File: config.mk
export PLATFORM = sky130hd
export DESIGN_NAME = sm_add_arbiter
export DESIGN_NICKNAME = d
export VERILOG_FILES = /design/src/rtl/sm_pkg.sv /design/src/rtl/sign_mag_add.sv /design/src/rtl/sm_add_arbiter.sv
export SDC_FILE = /design/constraint.sdc
export NUM_CORES = 1
export LEC_CHECK = 0
export BUFFER_PORTS_ARGS = -buffer_cell sky130_fd_sc_hd__buf_2
export CORE_MARGIN = 4
export CORE_UTILIZATION = 45
export CTS_CLUSTER_DIAMETER = 150
export DETAILED_ROUTE_END_ITERATION = 10
export GPL_ROUTABILITY_DRIVEN = 0
export PLACE_DENSITY = 0.69
export SLEW_MARGIN = 20
export SYNTH_ARGS = -nofsm -noshare
export SYNTH_HDL_FRONTEND = slang
export SYNTH_SLANG_ARGS = --single-unit
File: constraint.sdc
create_clock -name clk -period 2.1 [get_ports clk]
set_input_delay 0 -clock clk [delete_from_list [all_inputs] [get_ports clk]]
set_output_delay 0 -clock clk [all_outputs]
set_load 0.03 [all_outputs]
File: src/rtl/sm_pkg.sv
// Shared types and helpers for the sign-magnitude adder arbiter.
// Used by the RTL and by the bench scoreboard.
package sm_pkg;

    localparam int SM_N = 4;

    typedef enum logic {
        IDLE = 1'b0,
        ADD  = 1'b1
    } state_t;

    // Magnitude overflow: signs match and the magnitude sum exceeds the (n-1)-bit range.
    // Operands are zero-extended to 32 bits by the caller; n is the real operand width.
    function automatic logic sm_ovf(input logic [31:0] a, input logic [31:0] b,
                                    input int unsigned n);
        logic [31:0] mask;
        logic [31:0] sa;
        logic [31:0] sb;
        mask = (32'd1 << (n - 1)) - 32'd1;
        sa   = (a >> (n - 1)) & 32'd1;
        sb   = (b >> (n - 1)) & 32'd1;
        return (sa == sb) && (((a & mask) + (b & mask)) > mask);
    endfunction

endpackage

File: src/rtl/sign_mag_add.sv
// Purpose: combinational sign-magnitude add of two N-bit operands (MSB = sign).
// Latency: 0 cycles, purely combinational.
// Backpressure: none; the caller registers operands and result.
module sign_mag_add #(
    parameter int N = 4
) (
    input  logic [N-1:0] a,
    input  logic [N-1:0] b,
    output logic [N-1:0] s
);

    localparam int M = N - 1;

    logic         sa;
    logic         sb;
    logic [M-1:0] ma;
    logic [M-1:0] mb;
    logic [M-1:0] mag_sum;
    logic [M-1:0] mag_ab;
    logic [M-1:0] mag_ba;

    assign sa      = a[N-1];
    assign sb      = b[N-1];
    assign ma      = a[M-1:0];
    assign mb      = b[M-1:0];
    assign mag_sum = ma + mb;
    assign mag_ab  = ma - mb;
    assign mag_ba  = mb - ma;

    // Equal magnitudes with differing signs fall to the last branch, so zero takes b's sign.
    always_comb begin
        s = '0;
        if (sa == sb) begin
            s = {sa, mag_sum};
        end else if (ma > mb) begin
            s = {sa, mag_ab};
        end else begin
            s = {sb, mag_ba};
        end
    end

endmodule

File: src/rtl/sm_add_arbiter.sv
// Purpose: round-robin share of one sign-magnitude adder between two req/gnt requesters.
// Latency: grant on the sampling edge, registered sum/valid one edge later (1 op / 2 cycles).
// Backpressure: requests are level-held until granted; no requests sampled while adding.
module sm_add_arbiter
    import sm_pkg::*;
#(
    parameter int N = SM_N
) (
    input  logic         clk,
    input  logic         reset_n,
    input  logic         req0,
    input  logic         req1,
    input  logic [N-1:0] a0,
    input  logic [N-1:0] b0,
    input  logic [N-1:0] a1,
    input  logic [N-1:0] b1,
    output logic         gnt0,
    output logic         gnt1,
    output logic         busy,
    output logic         valid,
    output logic [N-1:0] sum,
    output logic         owner,
    output logic         ovf
);

    state_t       state;
    state_t       state_nxt;
    logic         last_served;
    logic         cur_owner;
    logic [N-1:0] a_r;
    logic [N-1:0] b_r;

    logic         any_req;
    logic         winner;
    logic         take;
    logic         gnt0_d;
    logic         gnt1_d;
    logic         busy_d;
    logic         valid_d;

    logic [N-1:0] add_sum;
    logic         add_ovf;

    assign any_req = req0 | req1;

    // State register
    always_ff @(posedge clk or negedge reset_n) begin
        if (!reset_n) begin
            state <= IDLE;
        end else begin
            state <= state_nxt;
        end
    end

    // Next-state logic
    always_comb begin
        state_nxt = state;
        case (state)
            IDLE:    if (any_req) state_nxt = ADD;
            ADD:     state_nxt = IDLE;
            default: state_nxt = IDLE;
        endcase
    end

    // Output/next-register logic; a tie goes to whoever was not served last.
    always_comb begin
        winner  = 1'b0;
        take    = 1'b0;
        gnt0_d  = 1'b0;
        gnt1_d  = 1'b0;
        busy_d  = 1'b0;
        valid_d = 1'b0;
        case (state)
            IDLE: begin
                winner = (req0 & req1) ? ~last_served : req1;
                take   = any_req;
                gnt0_d = any_req & ~winner;
                gnt1_d = any_req & winner;
                busy_d = any_req;
            end
            ADD: begin
                valid_d = 1'b1;
            end
            default: ;
        endcase
    end

    sign_mag_add #(
        .N (N)
    ) u_add (
        .a (a_r),
        .b (b_r),
        .s (add_sum)
    );

    assign add_ovf = sm_ovf(32'(a_r), 32'(b_r), N);

    always_ff @(posedge clk or negedge reset_n) begin
        if (!reset_n) begin
            gnt0  <= 1'b0;
            gnt1  <= 1'b0;
            busy  <= 1'b0;
            valid <= 1'b0;
        end else begin
            gnt0  <= gnt0_d;
            gnt1  <= gnt1_d;
            busy  <= busy_d;
            valid <= valid_d;
        end
    end

    // Operand capture and round-robin pointer
    always_ff @(posedge clk or negedge reset_n) begin
        if (!reset_n) begin
            a_r         <= '0;
            b_r         <= '0;
            cur_owner   <= 1'b0;
            last_served <= 1'b1;
        end else if (take) begin
            a_r         <= winner ? a1 : a0;
            b_r         <= winner ? b1 : b0;
            cur_owner   <= winner;
            last_served <= winner;
        end
    end

    // Result registers hold until the next completed add
    always_ff @(posedge clk or negedge reset_n) begin
        if (!reset_n) begin
            sum   <= '0;
            owner <= 1'b0;
            ovf   <= 1'b0;
        end else if (valid_d) begin
            sum   <= add_sum;
            owner <= cur_owner;
            ovf   <= add_ovf;
        end
    end

endmodule
==> flow_summary.yaml <==
timing:
  fmax_mhz: 499
  finalSetupViolCount: 0
  skew_ns: 0.00404
  final-hold-violation-count: 0
  worst_pin_slew_ns: 0.445
  slew_violations: 0
  totalNegativeSetupSlack_ns: 0
  slew_headroom_pct: 70.4
  period_share_pct: 95.3
  timing.final.crit_period_ns: 2.00
floorplanning:
  start_util_pct: 47.9
  io_pins: 30
  die_width_um: 59.6
  row_count: 18
  die_h_um: 59.6
  die_area_um2: 3550
  core-area_um2: 2500
setup_path:
  rr_startpoint: "a_r[0]"
  rrSetupSlack_ns: 0.1
  cp.arrival_ns: 2.20
  crit_path_max_fanout: 3
  r2r_end: "sum[1]"
  timing.critical_path.cells: "inv_2 -> ha_2 -> fa_1 -> buf_4 -> and3_2 -> a311oi_2 -> a221o_1"
  path_class: "flop to flop"
  rr_worst_depth: 7
  start_kind: "flop"
  critPathRequiredTime_ns: 2.30
  critPathCaptureType: "flop"
  slowest_stage: "fa_1"
  critical-path-max-stage-delay_ns: 0.56
final_layout:
  syn_to_final_growth_pct: 31.5
  finalNetCount: 196
  fill_cells: 214
  n_antenna_cell: 0
  drive_gt1_share_pct: 31.1
  final_cells: 194
  postLayoutCellArea_um2: 1570
  final_util_pct: 63.0
global_routing:
  track_usage_pct: 18.4
  grt_max_degree: 21
  grt-ovfl-total: 0
  grt_pass1_vias: 1098
  grt_pass1_wl_um: 4860
  antenna_found_initial: 0
clock_network:
  cts-root-buf: "clkbuf_4"
  clock_path_buffers: 2
  cts_tree: "yes"
  cts_sinks: 20
  worstSkewPairLatency_ns: 0.31
  numCtsBuffers: 3
  cts.clk_slew.worst_paths_ns: 0.12
  h-tree-depth: 1
synth:
  syn_nets: 149
  async_flop_share_pct: 100
  synth_seq_cells: 20
  syn_avg_cell_area_um2: 10.1
  yosysSeqAreaShare_pct: 41.9
  ys_warn_count: 0
  synthCells: 118
  synth_edf_count: 0
  ys_types: 37
  ys.flop_type: "dfrtp_1"
  synth_area_um2: 1200
drt:
  drt-wirelength-per-cell_um: 14.4
  drtIter0Drc: 16
  avgViaCountPerCell: 5.34
  firstDrtPassIters: 4
  vias: 1035
  drc: 0
  antenna_left: 0
  drt_wl_total_um: 2800
placement:
  portBuffers: 29
  placed_cell_area_um2: 1350
  dp_cells: 172
  dpl.hpwl_um: 2080
run:
  drv_cap: 0
worst_hold_path:
  worstHoldPathType: "primary input to flop"
  min_to: "cur_owner"
  holdCritStartpoint: "req0"
  whs_path_depth: 3
run_status:
  outcome: "finished, final reports clean"
power:
  p_leak_uw: 0.000758
  vdd_drop_max_mv: 0.618
  powerDensity_nw_per_um2: 1060
[routing by layer]
metal,up-vias,track usage (%),share of wire (%)
li1,505,-,-
met1,486,21.3,41
met2,33,32.1,52
met3,11,2.61,4.0
met4,0,10.8,3.2
met5,-,0,0
[cells in the final DEF (no fill, tap or decap), types with 5 or more instances in the layout]
master | netlist | final
buf_2 | 4 | 29
dfrtp_1 | 19 | 17
dlygate4sd3_1 | 0 | 17
nor2_1 | 12 | 12
a21oi_1 | 10 | 10
nand2_1 | 7 | 7
ha_1 | 8 | 6
inv_1 | 7 | 5
o22ai_1 | 5 | 5
[kinds of logic after synthesis]
| family | count (synthesis) | share of synthesized area, % |
|---|---|---|
| muxes | 5 | 4.28 |
| adders and majority gates | 11 | 13.4 |
| xor gates and xnor gates | 2 | 2.09 |
| DFF | 20 | 41.9 |
| AOI/OAI and AO/OA | 39 | 21.8 |
| and+or+nand+nor | 26 | 9.72 |
| buffers and inverters | 15 | 6.79 |
[through the flow]
stage / total power [µW] / hold WS, ns / setup slack (ns)
final: 1670 / 0.0626 / 0.0978
after global routing: 1810 / 0.0922 / -0.0163
after CTS: 1640 / 0.0734 / 0.0399
after detailed placement: 1350 / -0.0264 / 0.113
after global placement: 1310 / -0.0315 / 0.208
after floorplan: 1150 / -0.296 / 0.267
[worst max-delay path by stage]
| stage | from | to | slack, ns |
|---|---|---|---|
| after floorplan | a_r[0] | sum[1] | 0.27 |
| after global placement | a_r[0] | sum[1] | 0.21 |
| after detailed placement | a_r[1] | sum[1] | 0.11 |
| after CTS | busy | b_r[1] | 0.04 |
| after global routing | a_r[0] | sum[1] | -0.02 |
| final | a_r[0] | sum[1] | 0.1 |
[synthesized netlist by cell type, drive strengths merged, types with 3 or more instances]
master	count	area share, %
buf	6	3.6
o22ai	5	2.6
o21ai	8	3.7
a31oi	3	1.6
nand2b	3	1.6
a21oi	10	4.2
nor2	12	3.8
nand2	7	2.2
mux2i	4	3.3
ha	8	8.4
dfrtp	19	40
inv	9	3.2
fa	3	5.0
[flip-flops by register name, summed over array words and instances, names as in the netlist]
register / count
ovf: 1
busy: 1
cur_owner: 1
last_served: 1
a_r: 4
valid: 1
b_r: 4
owner: 1
gnt0: 1
sum: 4
gnt1: 1
[repair_timing]
| action | in CTS | in global routing |
|---|---|---|
| hold buffers | 17 | 0 |
| setup buffers | 0 | 1 |
| gates resized for setup | 0 | 8 |
| endpoints found under the hold margin | 28 | 0 |
| endpoints found under the setup margin | 0 | 9 |
[worst max-delay path: cells and delay by family, from the launching register on]
kind | cells | cell delay (ns)
AOI/OAI and AO/OA | 2 | 0.38
adders and majority gates | 2 | 0.76
DFF | 1 | 0.40
and+or+nand+nor | 1 | 0.18
buffers and inverters | 2 | 0.17
[where the power goes]
group          switching, µW  internal [µW]
Sequential              90.3            489
Clock                    123            106
Combinational            488            375
[cell type report]
class | instances | area [µm²] | share of cell area (%)
Multi-Input combinational cell | 83 | 627 | 39.8
Sequential cell | 20 | 504 | 32.0
Timing Repair Buffer | 48 | 330 | 21.0
Inverter | 9 | 38.8 | 2.46
Tap cell | 30 | 37.5 | 2.38
Clock buffer | 4 | 36.3 | 2.31
Note: power is estimated with default switching activity, not from simulation.
